===== src/rtl/kbd_pkg.sv =====
// Shared types and scan-code decode for the PS/2 to Spectrum matrix keyboard.
package kbd_pkg;

    typedef enum logic [1:0] {
        RX_IDLE,
        RX_DATA,
        RX_PARITY,
        RX_STOP
    } rx_state_t;

    localparam logic [7:0] SC_REL  = 8'hF0;
    localparam logic [7:0] SC_EXT  = 8'hE0;
    localparam logic [7:0] SC_BKSP = 8'h66;
    localparam logic [7:0] SC_F1   = 8'h05;
    localparam logic [7:0] SC_F11  = 8'h78;

    // Returns {hit, row[2:0], bit[2:0]}; hit=0 for codes with no matrix position.
    function automatic logic [6:0] map_code(input logic [7:0] code, input logic ext);
        logic [6:0] res;
        res = '0;
        if (ext) begin
            case (code)
                8'h5A:   res = {1'b1, 3'd6, 3'd0};
                8'h14:   res = {1'b1, 3'd7, 3'd1};
                default: res = '0;
            endcase
        end else begin
            case (code)
                8'h12, 8'h59: res = {1'b1, 3'd0, 3'd0};
                8'h1A:   res = {1'b1, 3'd0, 3'd1};
                8'h22:   res = {1'b1, 3'd0, 3'd2};
                8'h21:   res = {1'b1, 3'd0, 3'd3};
                8'h2A:   res = {1'b1, 3'd0, 3'd4};
                8'h1C:   res = {1'b1, 3'd1, 3'd0};
                8'h1B:   res = {1'b1, 3'd1, 3'd1};
                8'h23:   res = {1'b1, 3'd1, 3'd2};
                8'h2B:   res = {1'b1, 3'd1, 3'd3};
                8'h34:   res = {1'b1, 3'd1, 3'd4};
                8'h15:   res = {1'b1, 3'd2, 3'd0};
                8'h1D:   res = {1'b1, 3'd2, 3'd1};
                8'h24:   res = {1'b1, 3'd2, 3'd2};
                8'h2D:   res = {1'b1, 3'd2, 3'd3};
                8'h2C:   res = {1'b1, 3'd2, 3'd4};
                8'h16:   res = {1'b1, 3'd3, 3'd0};
                8'h1E:   res = {1'b1, 3'd3, 3'd1};
                8'h26:   res = {1'b1, 3'd3, 3'd2};
                8'h25:   res = {1'b1, 3'd3, 3'd3};
                8'h2E:   res = {1'b1, 3'd3, 3'd4};
                8'h45:   res = {1'b1, 3'd4, 3'd0};
                8'h46:   res = {1'b1, 3'd4, 3'd1};
                8'h3E:   res = {1'b1, 3'd4, 3'd2};
                8'h3D:   res = {1'b1, 3'd4, 3'd3};
                8'h36:   res = {1'b1, 3'd4, 3'd4};
                8'h4D:   res = {1'b1, 3'd5, 3'd0};
                8'h44:   res = {1'b1, 3'd5, 3'd1};
                8'h43:   res = {1'b1, 3'd5, 3'd2};
                8'h3C:   res = {1'b1, 3'd5, 3'd3};
                8'h35:   res = {1'b1, 3'd5, 3'd4};
                8'h5A:   res = {1'b1, 3'd6, 3'd0};
                8'h4B:   res = {1'b1, 3'd6, 3'd1};
                8'h42:   res = {1'b1, 3'd6, 3'd2};
                8'h3B:   res = {1'b1, 3'd6, 3'd3};
                8'h33:   res = {1'b1, 3'd6, 3'd4};
                8'h29:   res = {1'b1, 3'd7, 3'd0};
                8'h14:   res = {1'b1, 3'd7, 3'd1};
                8'h3A:   res = {1'b1, 3'd7, 3'd2};
                8'h31:   res = {1'b1, 3'd7, 3'd3};
                8'h32:   res = {1'b1, 3'd7, 3'd4};
                default: res = '0;
            endcase
        end
        return res;
    endfunction

endpackage


===== src/rtl/ps2_rx.sv =====
// PS/2 device-to-host frame receiver: pad synchroniser, falling-edge detect,
// frame FSM with odd-parity/stop check and a mid-frame idle timeout.
//
// state     | meaning
// RX_IDLE   | waiting for a start bit (data=0 on a falling edge)
// RX_DATA   | shifting in 8 data bits, LSB first
// RX_PARITY | capturing the parity bit
// RX_STOP   | checking stop bit and parity, emitting the byte if good
module ps2_rx
    import kbd_pkg::*;
#(
    parameter int TIMEOUT_CYCLES = 14000,
    parameter int SYNC_STAGES    = 2
) (
    input  logic       clk,
    input  logic       reset,
    input  logic       ps2_clk,
    input  logic       ps2_data,
    output logic       rx_valid,
    output logic [7:0] rx_byte
);

    localparam int TW = $clog2(TIMEOUT_CYCLES + 1);
    localparam logic [TW-1:0] TIMER_LOAD = TW'(TIMEOUT_CYCLES - 1);

    logic [SYNC_STAGES-1:0] clk_sync;
    logic [SYNC_STAGES-1:0] data_sync;
    logic                   clk_prev;
    logic                   clk_s;
    logic                   data_s;
    logic                   fall;

    logic [TW-1:0] timer_q;
    logic          timeout;

    rx_state_t  state_q, state_d;
    logic [7:0] shift_q, shift_d;
    logic [2:0] cnt_q, cnt_d;
    logic       par_q, par_d;
    logic       valid_d;
    logic [7:0] byte_q, byte_d;

    assign clk_s   = clk_sync[SYNC_STAGES-1];
    assign data_s  = data_sync[SYNC_STAGES-1];
    assign fall    = clk_prev & ~clk_s;
    assign timeout = (timer_q == '0);

    // Lines idle high, so the synchroniser resets to 1 to avoid a false edge.
    always_ff @(posedge clk) begin
        if (reset) begin
            clk_sync  <= '1;
            data_sync <= '1;
            clk_prev  <= 1'b1;
        end else begin
            clk_sync  <= {clk_sync[SYNC_STAGES-2:0], ps2_clk};
            data_sync <= {data_sync[SYNC_STAGES-2:0], ps2_data};
            clk_prev  <= clk_s;
        end
    end

    always_ff @(posedge clk) begin
        if (reset || fall) begin
            timer_q <= TIMER_LOAD;
        end else if (!timeout) begin
            timer_q <= timer_q - TW'(1);
        end
    end

    always_ff @(posedge clk) begin
        if (reset) begin
            state_q  <= RX_IDLE;
            shift_q  <= '0;
            cnt_q    <= '0;
            par_q    <= 1'b0;
            rx_valid <= 1'b0;
            byte_q   <= '0;
        end else begin
            state_q  <= state_d;
            shift_q  <= shift_d;
            cnt_q    <= cnt_d;
            par_q    <= par_d;
            rx_valid <= valid_d;
            byte_q   <= byte_d;
        end
    end

    always_comb begin
        state_d = state_q;
        shift_d = shift_q;
        cnt_d   = cnt_q;
        par_d   = par_q;
        valid_d = 1'b0;
        byte_d  = byte_q;
        if (timeout && state_q != RX_IDLE) begin
            state_d = RX_IDLE;
        end else if (fall) begin
            case (state_q)
                RX_IDLE: begin
                    if (!data_s) begin
                        state_d = RX_DATA;
                        cnt_d   = '0;
                    end
                end
                RX_DATA: begin
                    shift_d = {data_s, shift_q[7:1]};
                    cnt_d   = cnt_q + 3'd1;
                    if (cnt_q == 3'd7) begin
                        state_d = RX_PARITY;
                    end
                end
                RX_PARITY: begin
                    par_d   = data_s;
                    state_d = RX_STOP;
                end
                RX_STOP: begin
                    if (data_s && ((^shift_q) ^ par_q)) begin
                        valid_d = 1'b1;
                        byte_d  = shift_q;
                    end
                    state_d = RX_IDLE;
                end
                default: state_d = RX_IDLE;
            endcase
        end
    end

    assign rx_byte = byte_q;

endmodule


===== src/rtl/ps2_matrix_kbd.sv =====
// PS/2 keyboard to ZX Spectrum 8x5 key matrix; answers ULA port 0xFE reads
// with active-low column bits for the rows selected by A[15:8].
module ps2_matrix_kbd
    import kbd_pkg::*;
#(
    parameter int TIMEOUT_CYCLES = 14000,
    parameter int SYNC_STAGES    = 2
) (
    input  logic        CLK,
    input  logic        RESET,
    input  logic        PS2_CLK,
    input  logic        PS2_DATA,
    input  logic [15:0] A,
    output logic [4:0]  KEYB,
    output logic        F1,
    output logic        F11
);

    logic       rx_valid;
    logic [7:0] rx_byte;

    logic [7:0][4:0] key_q;
    logic [7:0][4:0] key_eff;
    logic            bksp_q;
    logic            rel_q;
    logic            ext_q;
    logic [6:0]      map;
    logic [4:0]      pressed;
    logic            unused_addr;

    assign unused_addr = ^A[7:0];

    ps2_rx #(
        .TIMEOUT_CYCLES(TIMEOUT_CYCLES),
        .SYNC_STAGES   (SYNC_STAGES)
    ) u_rx (
        .clk     (CLK),
        .reset   (RESET),
        .ps2_clk (PS2_CLK),
        .ps2_data(PS2_DATA),
        .rx_valid(rx_valid),
        .rx_byte (rx_byte)
    );

    assign map = map_code(rx_byte, ext_q);

    always_ff @(posedge CLK) begin
        if (RESET) begin
            key_q  <= '0;
            bksp_q <= 1'b0;
            rel_q  <= 1'b0;
            ext_q  <= 1'b0;
            F1     <= 1'b0;
            F11    <= 1'b0;
        end else if (rx_valid) begin
            if (rx_byte == SC_REL) begin
                rel_q <= 1'b1;
            end else if (rx_byte == SC_EXT) begin
                ext_q <= 1'b1;
            end else begin
                rel_q <= 1'b0;
                ext_q <= 1'b0;
                if (!ext_q && rx_byte == SC_BKSP) begin
                    bksp_q <= ~rel_q;
                end else if (!ext_q && rx_byte == SC_F1) begin
                    F1 <= ~rel_q;
                end else if (!ext_q && rx_byte == SC_F11) begin
                    F11 <= ~rel_q;
                end else if (map[6]) begin
                    key_q[map[5:3]][map[2:0]] <= ~rel_q;
                end
            end
        end
    end

    // Backspace is CAPS+0 layered on top, so it never releases a held CAPS or 0.
    always_comb begin
        key_eff       = key_q;
        key_eff[0][0] = key_q[0][0] | bksp_q;
        key_eff[4][0] = key_q[4][0] | bksp_q;
    end

    always_comb begin
        pressed = '0;
        for (int r = 0; r < 8; r++) begin
            if (!A[8+r]) begin
                pressed = pressed | key_eff[r];
            end
        end
        KEYB = ~pressed;
    end

endmodule


===== config.mk =====
export PLATFORM = sky130hd
export DESIGN_NAME = ps2_matrix_kbd
export DESIGN_NICKNAME = d
export VERILOG_FILES = /design/src/rtl/kbd_pkg.sv /design/src/rtl/ps2_rx.sv /design/src/rtl/ps2_matrix_kbd.sv
export SDC_FILE = /design/constraint.sdc
export NUM_CORES = 1
export LEC_CHECK = 0
export ABC_AREA = 1
export BUFFER_PORTS_ARGS = -buffer_cell sky130_fd_sc_hd__buf_2
export CAP_MARGIN = 20
export CORE_MARGIN = 10
export CORE_UTILIZATION = 40
export CTS_BUF_LIST = sky130_fd_sc_hd__clkbuf_4
export DETAILED_ROUTE_END_ITERATION = 7
export GPL_TIMING_DRIVEN = 0
export PLACE_DENSITY = 0.66
export SETUP_SLACK_MARGIN = 0.15
export SLEW_MARGIN = 10
export SYNTH_ARGS = -nofsm -noshare
export SYNTH_HDL_FRONTEND = slang
export SYNTH_SLANG_ARGS = --single-unit

===== constraint.sdc =====
create_clock -name CLK -period 3.1 [get_ports CLK]
set_input_delay 0 -clock CLK [delete_from_list [all_inputs] [get_ports CLK]]
set_output_delay 0 -clock CLK [all_outputs]
set_load 0.02 [all_outputs]

==> impl_metrics.ini <==
[global_route]
overflow = 0
grt_max_degree = 16
grt_pass1_vias = 4390
antenna_found_initial = 0
grt_pass1_wl_um = 21300
grtUsageTotal_pct = 14.1

[placed_design]
gp_congestion = 0.910
post-dp-hpwl_um = 9780
dp.cells = 959
placed_area_sq_um = 5520
port_buffers = 17

[logic_synthesis]
yosys-mux-area-fraction_pct = 0
post_synth_and_or_nand_nor_area_fraction_pct = 35.6
synth_ff_type = dfxtp_1
synth_top_family_by_area = simple AND/OR/NAND/NOR gates
syn_area_sq_um = 5220
yosysSeqAreaShare_pct = 36.1
synth_top_area_share_pct = 36.1
synth_xor_area_share_pct = 0.671
synth_edf_count = 0
synthAdderAreaFrac_pct = 3.36
netlist_instances = 770
synth_area_leader_cell = dfxtp_1
synth_nets = 804
ys_warn_count = 0
synth_seq_cells = 94
synth_compound_area_share_pct = 15.0
synthTopCellsByArea = dfxtp_1, nand2_1, inv_1
synthArstFlopShare_pct = 0
avgSynthCellArea_sq_um = 6.78
ys_types = 42

[sta]
rsz0062_at_grt = yes
final_max_slew_viol_count = 0
finalCriticalPeriod_ns = 2.68
period_share_pct = 86.3
skew_ns = 0.0247
fmax_mhz = 374
hold_viol_final = 0
relSlewSlack_pct = 54.2
tightestPinTransition_ns = 0.687
setup_tns_ns = 0
setup_violations = 0

[pwr]
p_leak_uw = 0.00242
powerDensity_nw_per_um2 = 347
p_sw_uw = 472
combinationalPowerShare_pct = 3.5
ir_worst_vdd_v = 0.000145
switching_share_pct = 23.9
internal-power_uw = 1500
p_clk_share_pct = 34.7
seq_power_share_pct = 61.8

[clock_tree]
cts_tree = done
cts_made_buffers = 9
clk_latency_ns = 0.46
clk_pin_slew_worst_paths_ns = 0.14
h-tree-depth = 3
clk_path_buf_depth = 2
root_buffer = clkbuf_4
cts.sinks = 94

[route]
wire_per_inst_um = 13.0
dr.pass1.iters = 5
drt_iter0_markers = 355
ant_nets = 0
vias_per_cell = 4.91
finalWirelength_um = 12700
num_vias = 4800
drcViolationCount = 0

[cells_and_area]
nets = 834
nFillCells = 1342
area_growth_pct = 9.13
multiInputGateArea_sq_um = 2860
drive_above_1_share_pct = 11.7
final_cell_mix = nand2_1, nor2_1, dfxtp_1, inv_1, a21oi_1
finish.instance_area_sq_um = 5700
final_cells = 977
diodes = 0
final_common_cell = nand2_1
seq_area_sq_um = 1880

[floorplan]
core_area_sq_um = 12700
dieWidth_um = 134
io_pins = 27
dieHeight_um = 134
rows = 41
initial_utilization_pct = 41.0
die_area_sq_um = 18000

[critical_path]
cp_max_fo = 10
ff2ff_path_depth = 20
startpoint = u_rx.timer_q[0]$_SDFFE_PP1N_
critPathLaunchType = flip-flop
worst-setup-path-type = reg2reg
crit_path_end_kind = flip-flop
required_ns = 3.45
timing.rr.start = u_rx.timer_q[0]$_SDFFE_PP1N_
arrival_ns = 3.03
reg2reg_slack_ns = 0.42

[run]
drv_cap = 0

[status]
status = complete, no violations

[min_path]
min-delay-path-class = in2reg
timing repair:
item,in CTS,in global routing
endpoints found under the setup margin,0,6
hold buffers,2,0
setup buffers,0,0
endpoints found under the hold margin,2,0
resized for setup,0,4
critical path: stages (launching register included):
cell,delay (ns)
dfxtp_1,0.37
inv_1,0.06
ha_1,0.23
nand2_1,0.14
nor2_4,0.07
nand3_2,0.08
nand2_2,0.08
nor2_4,0.15
nand3_4,0.12
buf_8,0.17
nand2_1,0.10
nand3_4,0.14
inv_2,0.13
ha_1,0.23
inv_1,0.07
nand2_2,0.10
nand2_1,0.08
nand3b_1,0.09
nand2_1,0.05
nor2_1,0.08
nand2_1,0.06
metal layers:
metal  up-vias  track usage [%]  routed length, um
met5         -                0                  0
met4         0             3.51                105
met3        12             2.69                564
met2       111             23.9               5980
met1      2119             18.0               6070
li1       2558                -                  -
cells by family (layout without fill, tap and decap cells):
group,Yosys count,count (layout)
XOR/XNOR,4,4
AND/OR/NAND/NOR,393,393
adder cells (fa/ha/maj),14,14
AO/OA/AOI/OAI,141,141
flip-flops,94,94
buffers and inverters,124,159
sequential cells by signal (all words and copies together) (netlist names), 2 cells and up, named ones only:
signal and flops:
u_rx.shift_q 8, u_rx.timer_q 14, key_eff 38, u_rx.data_sync 2, u_rx.clk_sync 2, key_q 2, u_rx.cnt_q 3, u_rx.state_q 2
u_rx.rx_byte 8
metrics by stage:
step	total power, uW	utilization [%]	setup WS, ns	hold slack, ns
detailed placement	1310	43.4	0.315	0.189
floorplan	1290	-	0.680	0.104
finish	1970	44.8	0.423	0.111
CTS	2000	44.6	0.303	0.0777
global route	2050	44.8	0.145	0.119
global placement	1310	43.4	0.324	0.184
power by group through the flow:
stage | clock, uW | combinational (uW) | sequential, uW
3_5_place_dp | 0 | 67.6 | 1250
6_report | 685 | 69.8 | 1220
2_1_floorplan | 0 | 40.8 | 1240
3_3_place_gp | 0 | 67.4 | 1250
5_1_grt | 749 | 79.0 | 1220
4_1_cts | 709 | 69.7 | 1220
Yosys cell counts, types with 3 or more instances:
cell      number
nor2_2         5
dfxtp_1       94
nand2_4        3
or2_2          6
inv_1         95
o211ai_1       6
o21ai_1        5
nand2_2       11
buf_2          5
nor2_4         8
nand3_4        3
nand3_2        4
a21oi_1       59
nor3_1        33
nand4_1        8
nor2_1        95
nand2_1      164
nand3_1       44
ha_1          14
inv_2          8
clkbuf_1      13
nand3b_1       3
o221ai_1       4
o21ai_0       50
xor2_1         4
how the worst min path moves through the flow:
stage / start / endpoint / slack, ns / cells past startpoint
floorplan: PS2_CLK / u_rx.clk_sync[0]$_SDFF_PP1_ / 0.10 / 1
global placement: PS2_CLK / u_rx.clk_sync[0]$_SDFF_PP1_ / 0.18 / 2
detailed placement: PS2_CLK / u_rx.clk_sync[0]$_SDFF_PP1_ / 0.19 / 2
CTS: RESET / key_eff[5]$_SDFFE_PP0P_ / 0.08 / 2
global route: RESET / key_q[0]$_SDFFE_PP0P_ / 0.12 / 2
finish: RESET / key_q[0]$_SDFFE_PP0P_ / 0.11 / 2
cell type report:
cell class,instances,area share [%]
Timing Repair Buffer,19,1.85
Inverter,104,6.90
Multi-Input combinational cell,552,50.3
Buffer,20,1.69
Clock inverter,5,1.03
Clock buffer,11,1.45
Sequential cell,94,33.0
Tap cell,172,3.78
(Power assumes the default switching activity.)
